## src/rtl/i2s_pkg.sv

```systemverilog
// Shared types and constants for the I2S receive path.
package i2s_pkg;

    localparam int DATA_W_DEF      = 16;
    localparam int SYNC_STAGES_DEF = 2;

    typedef enum logic [1:0] {
        IDLE,
        DELAY,
        SHIFT,
        PAD
    } rx_state_t;

    localparam logic LR_LEFT  = 1'b0;
    localparam logic LR_RIGHT = 1'b1;

endpackage

```

## src/rtl/i2s_sync_edge.sv

```systemverilog
// Multi-flop synchronizer for one asynchronous pin, with an optional
// registered rising-edge pulse derived from the synchronized level.
module i2s_sync_edge #(
    parameter int SYNC_STAGES = 2,
    parameter bit EDGE_EN     = 1'b0
) (
    input  logic clk_i,
    input  logic rst_i,
    input  logic pin_i,
    output logic level_o,
    output logic rise_o
);

    logic [SYNC_STAGES-1:0] sync_q;

    always_ff @(posedge clk_i) begin
        if (rst_i) begin
            sync_q <= '0;
        end else begin
            sync_q <= {sync_q[SYNC_STAGES-2:0], pin_i};
        end
    end

    assign level_o = sync_q[SYNC_STAGES-1];

    generate
        if (EDGE_EN) begin : g_edge
            logic prev_q;
            logic rise_q;

            always_ff @(posedge clk_i) begin
                if (rst_i) begin
                    prev_q <= 1'b0;
                    rise_q <= 1'b0;
                end else begin
                    prev_q <= sync_q[SYNC_STAGES-1];
                    rise_q <= sync_q[SYNC_STAGES-1] & ~prev_q;
                end
            end

            assign rise_o = rise_q;
        end else begin : g_no_edge
            assign rise_o = 1'b0;
        end
    endgenerate

endmodule

```

## src/rtl/i2s_rx.sv

```systemverilog
// I2S receiver: oversampled pins, MSB-first deserializer, paired L/R output.
// Optional macro I2S_RX_MONO_MIX_EN adds mono_data (floor average of the pair).
module i2s_rx
    import i2s_pkg::*;
#(
    parameter int DATA_W      = DATA_W_DEF,
    parameter int SYNC_STAGES = SYNC_STAGES_DEF
) (
    input  logic              clk,
    input  logic              rst,
    input  logic              sclk_in,
    input  logic              lrclk_in,
    input  logic              sdin_in,
    output logic [DATA_W-1:0] left_data,
    output logic [DATA_W-1:0] right_data,
`ifdef I2S_RX_MONO_MIX_EN
    output logic [DATA_W-1:0] mono_data,
`endif
    output logic              sample_valid,
    output logic              frame_err
);

    localparam int CNT_W = $clog2(DATA_W + 1);

    logic sclk_rise;
    logic lrclk_s;
    logic sdin_s;
    logic sclk_level_unused;
    logic lr_rise_unused;
    logic sd_rise_unused;

    i2s_sync_edge #(.SYNC_STAGES(SYNC_STAGES), .EDGE_EN(1'b1)) u_sync_sclk (
        .clk_i  (clk),
        .rst_i  (rst),
        .pin_i  (sclk_in),
        .level_o(sclk_level_unused),
        .rise_o (sclk_rise)
    );

    i2s_sync_edge #(.SYNC_STAGES(SYNC_STAGES), .EDGE_EN(1'b0)) u_sync_lrclk (
        .clk_i  (clk),
        .rst_i  (rst),
        .pin_i  (lrclk_in),
        .level_o(lrclk_s),
        .rise_o (lr_rise_unused)
    );

    i2s_sync_edge #(.SYNC_STAGES(SYNC_STAGES), .EDGE_EN(1'b0)) u_sync_sdin (
        .clk_i  (clk),
        .rst_i  (rst),
        .pin_i  (sdin_in),
        .level_o(sdin_s),
        .rise_o (sd_rise_unused)
    );

    rx_state_t         state_q, state_d;
    logic              lr_prev_q, lr_prev_d;
    logic              primed_q, primed_d;
    logic              chan_q, chan_d;
    logic              left_ok_q, left_ok_d;
    logic [CNT_W-1:0]  cnt_q, cnt_d;
    logic [DATA_W-2:0] shift_q, shift_d;
    logic [DATA_W-1:0] shadow_q, shadow_d;
    logic [DATA_W-1:0] left_q, left_d;
    logic [DATA_W-1:0] right_q, right_d;
    logic              valid_q, valid_d;
    logic              err_q, err_d;

    logic [DATA_W-1:0] word_c;
    logic              lr_change;
    logic              start_c;
    logic              done_c;

    // The word is assembled straight from the shifter plus the live bit, so
    // the shifter only ever needs to hold DATA_W-1 earlier bits.
    assign word_c    = {shift_q, sdin_s};
    // primed_q stops the first rise after reset being read as an LR edge.
    assign lr_change = primed_q && (lrclk_s != lr_prev_q);

    always_comb begin
        state_d   = state_q;
        lr_prev_d = lr_prev_q;
        primed_d  = primed_q;
        chan_d    = chan_q;
        left_ok_d = left_ok_q;
        cnt_d     = cnt_q;
        shift_d   = shift_q;
        shadow_d  = shadow_q;
        left_d    = left_q;
        right_d   = right_q;
        valid_d   = 1'b0;
        err_d     = 1'b0;
        start_c   = 1'b0;
        done_c    = 1'b0;

        if (sclk_rise) begin
            lr_prev_d = lrclk_s;
            primed_d  = 1'b1;

            // DELAY means the delay slot has been consumed and the MSB is next.
            case (state_q)
                IDLE, PAD: begin
                    start_c = lr_change;
                end
                DELAY, SHIFT: begin
                    if (lr_change) begin
                        err_d     = 1'b1;
                        left_ok_d = 1'b0;
                        start_c   = 1'b1;
                    end else begin
                        shift_d = word_c[DATA_W-2:0];
                        cnt_d   = cnt_q + CNT_W'(1);
                        state_d = SHIFT;
                        if (cnt_q == CNT_W'(DATA_W - 1)) begin
                            done_c  = 1'b1;
                            state_d = PAD;
                        end
                    end
                end
                default: state_d = IDLE;
            endcase

            if (start_c) begin
                state_d = DELAY;
                cnt_d   = '0;
                shift_d = '0;
                chan_d  = lrclk_s;
            end

            if (done_c) begin
                if (chan_q == LR_LEFT) begin
                    shadow_d  = word_c;
                    left_ok_d = 1'b1;
                end else begin
                    if (left_ok_q) begin
                        left_d  = shadow_q;
                        right_d = word_c;
                        valid_d = 1'b1;
                    end
                    left_ok_d = 1'b0;
                end
            end
        end
    end

    always_ff @(posedge clk) begin
        if (rst) begin
            state_q   <= IDLE;
            lr_prev_q <= 1'b0;
            primed_q  <= 1'b0;
            chan_q    <= LR_LEFT;
            left_ok_q <= 1'b0;
            cnt_q     <= '0;
            shift_q   <= '0;
            shadow_q  <= '0;
            left_q    <= '0;
            right_q   <= '0;
            valid_q   <= 1'b0;
            err_q     <= 1'b0;
        end else begin
            state_q   <= state_d;
            lr_prev_q <= lr_prev_d;
            primed_q  <= primed_d;
            chan_q    <= chan_d;
            left_ok_q <= left_ok_d;
            cnt_q     <= cnt_d;
            shift_q   <= shift_d;
            shadow_q  <= shadow_d;
            left_q    <= left_d;
            right_q   <= right_d;
            valid_q   <= valid_d;
            err_q     <= err_d;
        end
    end

    assign left_data    = left_q;
    assign right_data   = right_q;
    assign sample_valid = valid_q;
    assign frame_err    = err_q;

`ifdef I2S_RX_MONO_MIX_EN
    logic [DATA_W-1:0] mono_q, mono_d;
    logic [DATA_W-1:0] mix_c;

    // floor((a+b)/2) == (a>>>1) + (b>>>1) + (a[0] & b[0]); never overflows DATA_W.
    assign mix_c = {shadow_q[DATA_W-1], shadow_q[DATA_W-1:1]}
                 + {word_c[DATA_W-1], word_c[DATA_W-1:1]}
                 + {{(DATA_W-1){1'b0}}, shadow_q[0] & word_c[0]};

    assign mono_d = valid_d ? mix_c : mono_q;

    always_ff @(posedge clk) begin
        if (rst) begin
            mono_q <= '0;
        end else begin
            mono_q <= mono_d;
        end
    end

    assign mono_data = mono_q;
`endif

endmodule
```

## config.mk

```make
export PLATFORM = sky130hd
export DESIGN_NAME = i2s_rx
export DESIGN_NICKNAME = d
export VERILOG_FILES = /design/src/rtl/i2s_pkg.sv /design/src/rtl/i2s_sync_edge.sv /design/src/rtl/i2s_rx.sv
export SDC_FILE = /design/constraint.sdc
export NUM_CORES = 1
export LEC_CHECK = 0
export CELL_PAD_IN_SITES_DETAIL_PLACEMENT = 0
export CELL_PAD_IN_SITES_GLOBAL_PLACEMENT = 2
export CORE_UTILIZATION = 37
export CTS_BUF_LIST = sky130_fd_sc_hd__clkbuf_8
export CTS_CLUSTER_SIZE = 40
export DETAILED_ROUTE_END_ITERATION = 16
export PLACE_DENSITY_LB_ADDON = 0.2
export REMOVE_ABC_BUFFERS = 1
export SKIP_CTS_REPAIR_TIMING = 1
export SLEW_MARGIN = 20
export SYNTH_ARGS = -nofsm -noshare
export SYNTH_HDL_FRONTEND = slang
export SYNTH_SLANG_ARGS = --single-unit
```

## constraint.sdc

```tcl
create_clock -name clk -period 2.5 [get_ports clk]
set_input_delay 0.25 -clock clk [delete_from_list [all_inputs] [get_ports clk]]
set_output_delay 0.25 -clock clk [all_outputs]
set_load 0.02 [all_outputs]
```

==> impl_metrics.csv <==
group,metric,value,unit
status,outcome,"finished clean",
yosys,synth_ff_type,"dfxtp_1",
power,p_seq_share,55.5,%
sta,fin_worst_skew,9.14,ps
cells_and_area,fillers,786,
yosys,yosysTopAreaCell,"dfxtp_1",
detailed_routing,drc,0,
critical_path,required,2730,ps
place,dp.cells,419,
critical_path,slowest_stage,"dfxtp_1",
critical_path,crit_chain,"ha_1, and3_1, ha_1, nand3_1, a2111oi_4, buf_4, mux2i_1, nor2_1",
sta,finalMaxSlewViolations,0,
critical_path,cp.arrival,2410,ps
detailed_routing,vias,2120,
yosys,synthAdderAreaFrac,0.822,%
floorplanning,die-height,92.7,um
detailed_routing,finalWirelength,5.78,mm
place,place.port_buffers,38,
cells_and_area,layoutNonFillerInstCount,434,
clock_tree,insertion_delay,340,ps
clock_tree,cts_tree,"yes",
sta,fmax,459,MHz
cells_and_area,utilization,47.7,%
floorplanning,ioPinCount,39,
cells_and_area,most-common-layout-cells,"dfxtp_1 (84), nor2_1 (67), mux2i_1 (49)",
sta,setup_viol,0,
clock_tree,cts_buffers,9,
yosys,synthArstFlopShare,0,%
global_routing,antenna_found_initial,0,
critical_path,slowest_delay,370,ps
sta,worst_slew_margin_rel,60.5,%
sta,tns,0,ps
sta,rsz0062_at_grt,"false",
floorplanning,fp.coreArea,0.00785,mm^2
place,place_area,0.00353,mm^2
power,power.share.combinational,1.8,%
global_routing,grt_usage,14.9,%
critical_path,path_common_cell,"ha_1",
yosys,yosys_warnings,0,
yosys,synth_compound_area_share,9.65,%
clock_tree,clockBufferDepth,2,
place,dp_slack,292,ps
yosys,post_synth_instance_area,0.00305,mm^2
critical_path,startpoint_type,"flop",
sta,period_share,87.1,%
sta,hold_viol,0,
worst_hold_path,hp-class,"in -> reg",
place,dp_hpwl,3.68,mm
yosys,synth_edf_count,0,
clock_tree,path_clk_slew,80,ps
sta,worst_slew_pin_slew,589,ps
critical_path,cp-end-kind,"flop",
power,irDropWorstVdd,0.000300,V
yosys,yosys-mux-area-fraction,16.1,%
global_routing,gr-total-overflow,0,
flow_run,drv_cap,0,
power,p_leak,1.26,nW
power,p_total,2.43,mW
cells_and_area,finalNetCount,335,
power,power.internal,1.94,mW
yosys,synth_cells,290,
yosys,synth_xor_xnor_area_share,1.11,%
sta,finalWorstSetupSlack,321,ps
global_routing,grt_pass1_wl,10.0,mm
cells_and_area,drive_gt1_share,9.34,%
sta,period_needed,2180,ps
power,power_frac_clock,42.7,%
floorplanning,die_area,0.00860,mm^2
detailed_routing,final_antenna_net_count,0,
yosys,synth_seq_area_share,55.2,%
power,power_density,650,mW/mm^2
power,sw_frac_of_total,20.2,%
detailed_routing,drt-initial-drc-count,88,
detailed_routing,avgViaCountPerCell,4.88,
power,netSwitchingPower,491,uW
clock_tree,htreeDepth,3,
cells_and_area,syn_to_final_growth,22.9,%
yosys,yosys.area.top_type_share,55.2,%
yosys,synth.avg_cell_area,10.5,um^2
yosys,synth_area_leaders,"dfxtp_1 (55%), mux2i_1 (16%), nor2_1 (8.3%)",
cells_and_area,n_antenna_cell,0,
place,gp_congestion,0.741,
detailed_routing,drtPass1Iterations,5,
clock_tree,cts-root-buf,"clkbuf_8",
global_routing,grt_max_degree,35,
floorplanning,initial_core_util,38.8,%
critical_path,path_max_fanout,16,
floorplanning,placementRows,32,
sta,finalHoldWorstSlack,337,ps
detailed_routing,route.detailed.wl_per_inst,13.3,um
yosys,ys_ff_latch,84,
clock_tree,cts_sinks,84,
yosys,synth_cell_types,33,
yosys,synth_top_family_by_area,"multiplexers",
cells_and_area,design_area,0.00374,mm^2
critical_path,critPathKind,"reg -> reg",
global_routing,grt_pass1_vias,2042,
cells_and_area,layout_commonest_cell,"dfxtp_1",
yosys,synth-simple-area-share,13.2,%
floorplanning,die_w,92.7,um
flip-flops by register name, indices dropped and copies added, names as in the netlist:
name,count
left_ok_q,1
u_sync_sdin.sync_q,2
u_sync_sclk.sync_q,2
primed_q,1
u_sync_sclk.rise_o,1
lr_prev_q,1
u_sync_lrclk.sync_q,2
frame_err,1
cnt_q,5
chan_q,1
u_sync_sclk.g_edge.prev_q,1
shadow_q,16
left_data,16
sample_valid,1
right_data,16
shift_q,15
state_q,2
metal layers:
metal	track usage (%)	vias up	share of wire, %
li1	-	1081	-
met1	19.8	996	51
met2	22.5	37	44
met3	5.34	6	4.1
met4	4.62	0	0.99
met5	0	-	0
kinds of logic (layout without fill, tap and decap cells):
group                    Yosys count  count (layout)
AO/OA/AOI/OAI                     35              35
buffers and inverters             24              66
flip-flops                        84              84
AND/OR/NAND/NOR                   93              93
adder cells (fa/ha/maj)            2               2
XOR/XNOR                           3               3
multiplexers                      49              49
path summary, 6_finish.rpt:
check	start	to	slack, ps	cells after the start
worst max-delay path	cnt_q[0]	left_data[8]	320	8
worst min-delay path	rst	u_sync_sclk.sync_q[1]	340	3
worst max register to register	cnt_q[0]	left_data[8]	320	8
worst min register to register	u_sync_sclk.g_edge.prev_q	u_sync_sclk.rise_o	380	1
power by group through the flow:
stage                     logic (mW)  registers (mW)  clock network [mW]
after CTS                     0.0441            1.35                1.08
final                         0.0426            1.35                1.04
after global placement        0.0438            1.38                   0
after floorplan               0.0124            1.38                   0
after global routing          0.0483            1.35                1.15
after detailed placement      0.0440            1.38                   0
critical path: cells and delay by family, from the launching register on:
kind | cells | cell delay [ps]
muxes | 1 | 240
buffers and inverters | 1 | 350
and+or+nand+nor | 3 | 370
DFF | 1 | 370
AOI/OAI and AO/OA | 1 | 310
adders and majority gates | 2 | 420
synthesized netlist by cell type (2+ instances only):
cell      number
nor3_1         2
mux2i_1       49
ha_1           2
nor2_1        67
nor2b_1        8
buf_2          2
nand3_1        7
buf_6          3
a32oi_1       16
dfxtp_1       84
inv_1          3
a211oi_1       3
clkbuf_1      15
a21oi_1        6
nand3b_1       2
o21a_1         2
nand2_1        3
cell type report:
| class | instances | area, um^2 | share of cell area (%) |
|---|---|---|---|
| clock buffers | 10 | 138 | 3.68 |
| clock inverters | 5 | 77.6 | 2.07 |
| inverters | 3 | 11.3 | 0.301 |
| multi-input cells | 182 | 1260 | 33.6 |
| flip-flops and latches | 84 | 1680 | 44.9 |
| well taps | 102 | 128 | 3.41 |
| repair buffers | 48 | 450 | 12.0 |
(Power assumes the default switching activity.)
